===== config.mk =====
export PLATFORM = sky130hd
export DESIGN_NAME = toggle_monitor
export DESIGN_NICKNAME = d
export VERILOG_FILES = /design/src/rtl/toggle_monitor.sv
export SDC_FILE = /design/constraint.sdc
export NUM_CORES = 1
export LEC_CHECK = 0
export ABC_AREA = 1
export CORE_UTILIZATION = 50
export DETAILED_ROUTE_END_ITERATION = 16
export GPL_TIMING_DRIVEN = 0
export PLACE_DENSITY = 0.84
export SETUP_SLACK_MARGIN = 0.5
export SYNTH_ARGS = -nofsm -noshare
export SYNTH_HDL_FRONTEND = slang
export SYNTH_SLANG_ARGS = --single-unit

===== constraint.sdc =====
create_clock -name clk -period 2.2 [get_ports clk]
set_input_delay 0.44 -clock clk [delete_from_list [all_inputs] [get_ports clk]]
set_output_delay 0.44 -clock clk [all_outputs]
set_load 0.05 [all_outputs]

===== src/rtl/toggle_monitor.sv =====
// toggle_monitor
//   Watches the q output of an upstream T flip-flop stage over a programmable
//   window of clk cycles. It counts toggles, tracks the longest run of
//   consecutive samples without a toggle, and hands one result record per
//   window to a consumer over a valid/ready handshake.
//
// Ports
//   clk          clock, all registers update on the rising edge
//   rst_n        asynchronous active-low reset
//   q_i          T flip-flop output, synchronous to clk
//   start_i      request to open a window (only honoured while idle)
//   win_len_i    window length in cycles, captured when start_i is accepted
//   res_ready_i  consumer can take the result this cycle
//   res_valid_o  result record is valid
//   toggles_o    number of q toggles seen in the window (saturating)
//   max_run_o    longest run of window samples without a toggle (saturating)
//   final_q_o    q value at the last window sample
//   ovf_o        toggle count saturated during the window
//   busy_o       high while a window is being counted or reported
module toggle_monitor #(
  parameter int CNT_W = 8,
  parameter int WIN_W = 8
) (
  input  logic             clk,
  input  logic             rst_n,
  input  logic             q_i,
  input  logic             start_i,
  input  logic [WIN_W-1:0] win_len_i,
  input  logic             res_ready_i,
  output logic             res_valid_o,
  output logic [CNT_W-1:0] toggles_o,
  output logic [CNT_W-1:0] max_run_o,
  output logic             final_q_o,
  output logic             ovf_o,
  output logic             busy_o
);

  typedef enum logic [1:0] {
    IDLE,
    COUNT,
    REPORT
  } state_e;

  localparam logic [CNT_W-1:0] CNT_MAX = '1;

  state_e           state_q, state_d;
  logic             prevQ_q, prevQ_d;
  logic [WIN_W-1:0] remaining_q, remaining_d;
  logic [CNT_W-1:0] run_q, run_d;
  logic [CNT_W-1:0] toggles_q, toggles_d;
  logic [CNT_W-1:0] maxRun_q, maxRun_d;
  logic             finalQ_q, finalQ_d;
  logic             ovf_q, ovf_d;
  logic             resValid_q, resValid_d;
  logic             busy_q, busy_d;

  logic             tog;
  logic [CNT_W-1:0] runNext;

  // State and datapath register bank. Everything clears on reset, which
  // also throws away any window in progress.
  always_ff @(posedge clk or negedge rst_n) begin
    if (!rst_n) begin
      state_q     <= IDLE;
      prevQ_q     <= 1'b0;
      remaining_q <= '0;
      run_q       <= '0;
      toggles_q   <= '0;
      maxRun_q    <= '0;
      finalQ_q    <= 1'b0;
      ovf_q       <= 1'b0;
      resValid_q  <= 1'b0;
      busy_q      <= 1'b0;
    end else begin
      state_q     <= state_d;
      prevQ_q     <= prevQ_d;
      remaining_q <= remaining_d;
      run_q       <= run_d;
      toggles_q   <= toggles_d;
      maxRun_q    <= maxRun_d;
      finalQ_q    <= finalQ_d;
      ovf_q       <= ovf_d;
      resValid_q  <= resValid_d;
      busy_q      <= busy_d;
    end
  end

  // Next-state and datapath logic. prevQ_q holds the previous sample of q,
  // so a toggle is simply a difference between this sample and the last one.
  always_comb begin
    state_d     = state_q;
    prevQ_d     = prevQ_q;
    remaining_d = remaining_q;
    run_d       = run_q;
    toggles_d   = toggles_q;
    maxRun_d    = maxRun_q;
    finalQ_d    = finalQ_q;
    ovf_d       = ovf_q;
    resValid_d  = resValid_q;

    tog     = q_i ^ prevQ_q;
    runNext = (run_q == CNT_MAX) ? run_q : run_q + CNT_W'(1);

    case (state_q)
      IDLE: begin
        // A zero-length window would never produce a sample, so it is ignored.
        if (start_i && (win_len_i != '0)) begin
          state_d     = COUNT;
          remaining_d = win_len_i;
          toggles_d   = '0;
          run_d       = '0;
          maxRun_d    = '0;
          ovf_d       = 1'b0;
          prevQ_d     = q_i;
        end
      end

      COUNT: begin
        prevQ_d     = q_i;
        finalQ_d    = q_i;
        remaining_d = remaining_q - WIN_W'(1);
        if (tog) begin
          run_d = '0;
          if (toggles_q == CNT_MAX) begin
            ovf_d = 1'b1;
          end else begin
            toggles_d = toggles_q + CNT_W'(1);
          end
        end else begin
          run_d = runNext;
          if (runNext > maxRun_q) begin
            maxRun_d = runNext;
          end
        end
        if (remaining_q == WIN_W'(1)) begin
          state_d = REPORT;
        end
      end

      REPORT: begin
        // res_valid comes up on the first REPORT cycle, one cycle after the
        // last sample; the transfer needs it already high when ready is seen.
        if (resValid_q && res_ready_i) begin
          state_d    = IDLE;
          resValid_d = 1'b0;
        end else begin
          resValid_d = 1'b1;
        end
      end

      default: begin
        state_d = IDLE;
      end
    endcase

    busy_d = (state_d != IDLE);
  end

  assign res_valid_o = resValid_q;
  assign toggles_o   = toggles_q;
  assign max_run_o   = maxRun_q;
  assign final_q_o   = finalQ_q;
  assign ovf_o       = ovf_q;
  assign busy_o      = busy_q;

endmodule


Word level (Yosys, flattened, before mapping)
Cells that the tools add are included.
{ "word_totals": {"reg_bits": 39, "output_inout_bits": 20} }
{ "op_classes": {"addsub": 3, "order_cmp": 1, "eq_ne": 11, "n_mux": 23, "bitwise": 1, "n_reduce_logical": 10} }
{ "ops": {"columns": ["operator", "n"], "rows": [
  ["8-bit 2-to-1 mux", 8],
  ["8-bit case mux with 2 select lines", 4],
  ["8-bit by 1-bit adder with 8-bit output (second input constant)", 2],
  ["8-bit == test (second input constant)", 2],
  ["2-bit inequality test (second input constant)", 6],
  ["4-bit AND reduction", 3],
  ["8-bit by 1-bit == test with 1-bit output (second input constant)", 1],
  ["8-bit greater-than comparator", 1],
  ["8-bit nonzero test", 1],
  ["8-bit by 1-bit subtractor with 8-bit output (second input constant)", 1],
  ["2-bit 2-to-1 mux", 3],
  ["2-bit case mux with 3 select lines", 1],
  ["1-bit 2-to-1 mux", 5],
  ["1-bit case mux with 2 select lines", 2],
  ["2-bit nonzero test", 2],
  ["2-bit by 1-bit == test with 1-bit output (second input constant)", 1],
  ["2-bit == test (second input constant)", 1],
  ["1-bit logical AND", 2],
  ["2-bit logical NOT", 1],
  ["2-bit AND reduction", 1],
  ["1-bit XOR", 1]
]} }

Longest topological paths before layout
{ "depth": {"depth_word": 6, "ltp_mapped": 16} }

Least setup slack after synthesis
OpenSTA, ideal clock, no wires.
{ "synth_path": {"path_type": "reg-to-reg", "startpoint": "reg run_q[0]", "endpoint": "reg maxRun_q[0] (netlist: max_run_o[0])", "setup_ps": 120, "arrival_ps": 2123, "t_required_ps": 2080, "slack_ps": -43, "stages_incl_launch_ff": 14, "period_less_slack_ps": 2243, "cell_sequence": "dfrtp_1 -> ha_1 -> nand2_1 -> nor2_2 -> nand2_1 -> nand3_1 -> ha_1 -> nand2_1 -> nor2_1 -> nand2_1 -> nand2_1 -> nand2_4 -> nand3_1 -> nand2_1"} }
{ "synth_between": {"elab_chain_cells": 5, "elab_cells_between_ends": 9, "cone_classes": "1 x add/sub; 1 x order compare; 2 x eq/ne; 4 x mux; 1 x reduce/logical"} }
{ "synth_lines": {"columns": ["element", "line_no", "text"], "rows": [
  ["start, declared", "49", "logic [CNT_W-1:0] run_q, run_d;"],
  ["start signal, assigned", "78", "run_q <= run_d;"],
  ["8-bit by 1-bit adder with 8-bit output or 8-bit == test (tied branches)", "102", "runNext = (run_q == CNT_MAX) ? run_q : run_q + CNT_W'(1);"],
  ["8-bit 2-to-1 mux *", "102", null],
  ["8-bit greater-than comparator or 8-bit 2-to-1 mux (tied branches)", "131", "if (runNext > maxRun_q) begin"],
  ["2-bit inequality test (no line) or 8-bit 2-to-1 mux (tied branches)", null, null],
  ["4-bit AND reduction (no line) or 8-bit case mux with 2 select lines (tied branches)", null, null],
  ["end signal, assigned", "80", "maxRun_q <= maxRun_d;"],
  ["end, declared", "51", "logic [CNT_W-1:0] maxRun_q, maxRun_d;"]
]} }
Mark *: on every way between the ends. The rest lies on a longest branch, timed or not. The select of a mux whose other input is x is not followed.
A chain may end at the register's enable or synchronous reset.

Final worst setup path
{ "layout_path": {"startpoint": "reg run_q[0]", "endpoint": "reg maxRun_q[4] (netlist: max_run_o[4])"} }
The elaborated chain is that of the path after synthesis.

==> flow_metrics.py <==
metrics = {
    "global_routing": {
        "grt_antenna_before_repair": 0,
        "track_usage": 0.249,
        "grtUsageMet1": 0.314,
        "grt_start_max_net_pins": 40,
        "grt_pass1_vias": 2224,
        "top_usage_layer": "met2",
        "grt_pass1_wl_um": 9940,
        "grt_util_met2": 0.436,
        "grt-ovfl-total": 0,
        "grt_use_met3": 0.0431,
    },
    "yosys": {
        "synth_nets": 343,
        "yosysWarningCount": 0,
        "yosysMostFrequentCell": "nand2_1",
        "ys_ff_latch": 39,
        "yosysSeqAreaShare": 0.399,
        "synth_ff_type": "dfrtp_1",
        "syn_area_per_cell_sq_um": 7.69,
        "yosys-top-cells-area": "dfrtp_1 40%, nand2_1 14%, nand3_1 8.4%, ha_1 6.1%, inv_1 6.0%",
        "async_flop_share": 1.00,
        "synthTopCellsByCount": "91 x nand2_1, 41 x nand3_1, 39 x dfrtp_1, 39 x inv_1, 23 x nor2_1",
        "synth_edf_count": 0,
        "yosysUniqueCellTypes": 35,
        "synth_top_area_frac": 0.399,
        "yosys.area.top_type": "dfrtp_1",
        "synthCells": 318,
        "synthesis.area_sq_um": 2440,
    },
    "status": {
        "status": "complete, but fails checks",
        "violations": "negative setup slack",
    },
    "placement": {
        "dp.cells": 417,
        "gp_congestion": 0.863,
        "hpwl_um": 3980,
        "port-buffer-count": 32,
    },
    "clock_network": {
        "cts_tree": "done",
        "ctsLongestPathBuffers": 2,
        "insertion_delay_ps": 300,
        "cts_sinks": 39,
        "ctsRootBufferMaster": "clkbuf_8",
        "cts_hold_buf": 0,
        "cts_inserted_buffers": 5,
        "h-tree-depth": 2,
        "cts.reportedPaths.clkPinSlew_ps": 80,
    },
    "setup_path": {
        "rr_worst_depth": 13,
        "path_class": "flop to flop",
        "arrival_ps": 2460,
        "start_kind": "flop",
        "crit_path_end_kind": "flop",
        "worstPathMaxFanout": 5,
        "crit_required_ps": 2390,
    },
    "layout": {
        "fill_cells": 365,
        "diodes": 0,
        "finish.utilization": 0.713,
        "drive_above_1_share": 0.247,
        "seq_area_sq_um": 978,
        "final_cells": 444,
        "nets": 401,
        "areaGrowthSynthToFinish_pct": 37.8,
        "multi_input_area_sq_um": 1490,
    },
    "power_and_ir_drop": {
        "vdd_drop_max_uv": 865,
        "p_leak_nw": 1.68,
        "p_per_area_nw_per_um2": 1380,
        "totalPowerFinal_mw": 4.65,
    },
    "sta": {
        "worst_pin_slew_ps": 887,
        "rsz0062_at_grt": "true",
        "layout_setup_ws_ps": -68.0,
        "clock_skew_ps": 9.14,
        "fin_tns_setup_ps": -382,
        "setup_viol": 8,
        "holdWs_ps": 260,
        "min_period_ps": 2270,
        "hold_viol": 0,
        "period_share": 1.03,
        "max_freq_mhz": 441,
        "maxSlewHeadroom": 0.409,
        "maxSlewViolCount": 0,
    },
    "routing": {
        "ant_nets": 0,
        "drt_iter0_markers": 122,
        "routed_wl_um": 6360,
        "vias_per_cell": 5.32,
        "vias": 2360,
        "drtPass1Iterations": 5,
        "drc": 0,
        "wire_per_inst_um": 14.3,
    },
    "floorplanning": {
        "die_w_um": 71.9,
        "dieArea_sq_um": 5170,
        "die_y_um": 71.9,
        "core-area_sq_um": 4720,
        "rows": 25,
        "ios": 33,
        "start_util": 0.518,
    },
    "worst_hold_path": {
        "worstHoldPathType": "input port to asynchronous set/reset pin",
    },
    "job": {
        "max_cap_viol_count": 0,
    },
}
==> report_power, final <==
part	switching [mW]	total, mW	internal [mW]
registers	0.189	1.11	0.923
clock network	0.267	0.634	0.367
logic	1.75	2.91	1.16
==> layer usage <==
layer  share of wire  vias to the layer above
met1            0.42                     1116
li1                -                     1152
met5               0                        -
met3           0.046                       18
met4           0.024                        0
met2            0.51                       74
==> worst paths after layout <==
path | start | endpoint | slack (ps)
max in group asynchronous | rst_n | toggles_o[0] | 1330
setup / recovery | run_q[0] | max_run_o[4] | -70
hold reg to reg | final_q_o | final_q_o | 500
setup reg to reg | run_q[0] | max_run_o[4] | -70
min in group clk | win_len_i[3] | remaining_q[3] | 420
hold / removal | rst_n | max_run_o[1] | 260
==> metrics by stage <==
| step | instance area (sq um) | worst slack (ps) |
|---|---|---|
| CTS | 3140 | 92.3 |
| global route | 3370 | -172 |
| detailed placement | 2890 | -47.1 |
| global placement | 2900 | -411 |
| finish | 3370 | -68.0 |
| floorplan | 2490 | 243 |
==> worst max-delay path, stage by stage (launching register included) <==
cell	delay (ps)
dfrtp_1	400
ha_2	210
nand2_2	80
nor2_4	150
nand2_4	140
xor2_4	190
ha_1	300
nand2_1	70
nor2_2	140
a21oi_4	80
buf_12	140
buf_6	110
nand3_1	80
nand2_1	60
==> cells by family (layout without fill, tap and decap cells) <==
logic type	after synthesis	in the layout	synth area share
simple gates	177	179	0.338
buf+inv	46	103	0.0803
compound gates	39	39	0.103
flops	39	39	0.399
fa+ha+maj	12	12	0.0614
xor+xnor	5	5	0.0179
==> cell usage in the layout (no fill, tap or decap), drive strengths merged, types with 2 or more instances in the layout <==
| cell | synthesis | final |
|---|---|---|
| nor3 | 2 | 2 |
| nand3 | 42 | 42 |
| clkdlybuf4s15 | 0 | 11 |
| o21ai | 26 | 26 |
| xor2 | 2 | 2 |
| buf | 5 | 22 |
| clkdlybuf4s50 | 0 | 6 |
| a21o | 2 | 2 |
| nand4 | 5 | 5 |
| nand2 | 99 | 101 |
| nand3b | 3 | 3 |
| a21oi | 6 | 6 |
| ha | 12 | 12 |
| dlymetal6s2s | 0 | 5 |
| xnor2 | 3 | 3 |
| dlygate4sd2 | 0 | 9 |
| inv | 41 | 41 |
| nor2 | 24 | 24 |
| dfrtp | 39 | 39 |
| clkbuf | 0 | 7 |
==> registers in the layout (all words and copies together), names as in the netlist, 2 cells and up <==
signal       cells
remaining_q      8
run_q            8
toggles_o        8
max_run_o        8
state_q          2
==> area by class of cell <==
class,instances,share of cell area
timing repair buffer,49,0.147
clock inverter,2,0.0104
multi-input combinational,235,0.441
inverter,41,0.0464
clock buffer,6,0.0245
tap,67,0.0249
buffer,5,0.0152
sequential,39,0.290
==> repair_timing <==
action                                  4_1_cts  5_1_grt
setup buffers                                 9        7
cloned                                        2        1
pin swaps                                     6       12
endpoints found under the setup margin       44       34
gates resized for setup                      43       45
No activity file was read; power rests on OpenSTA's default activity.
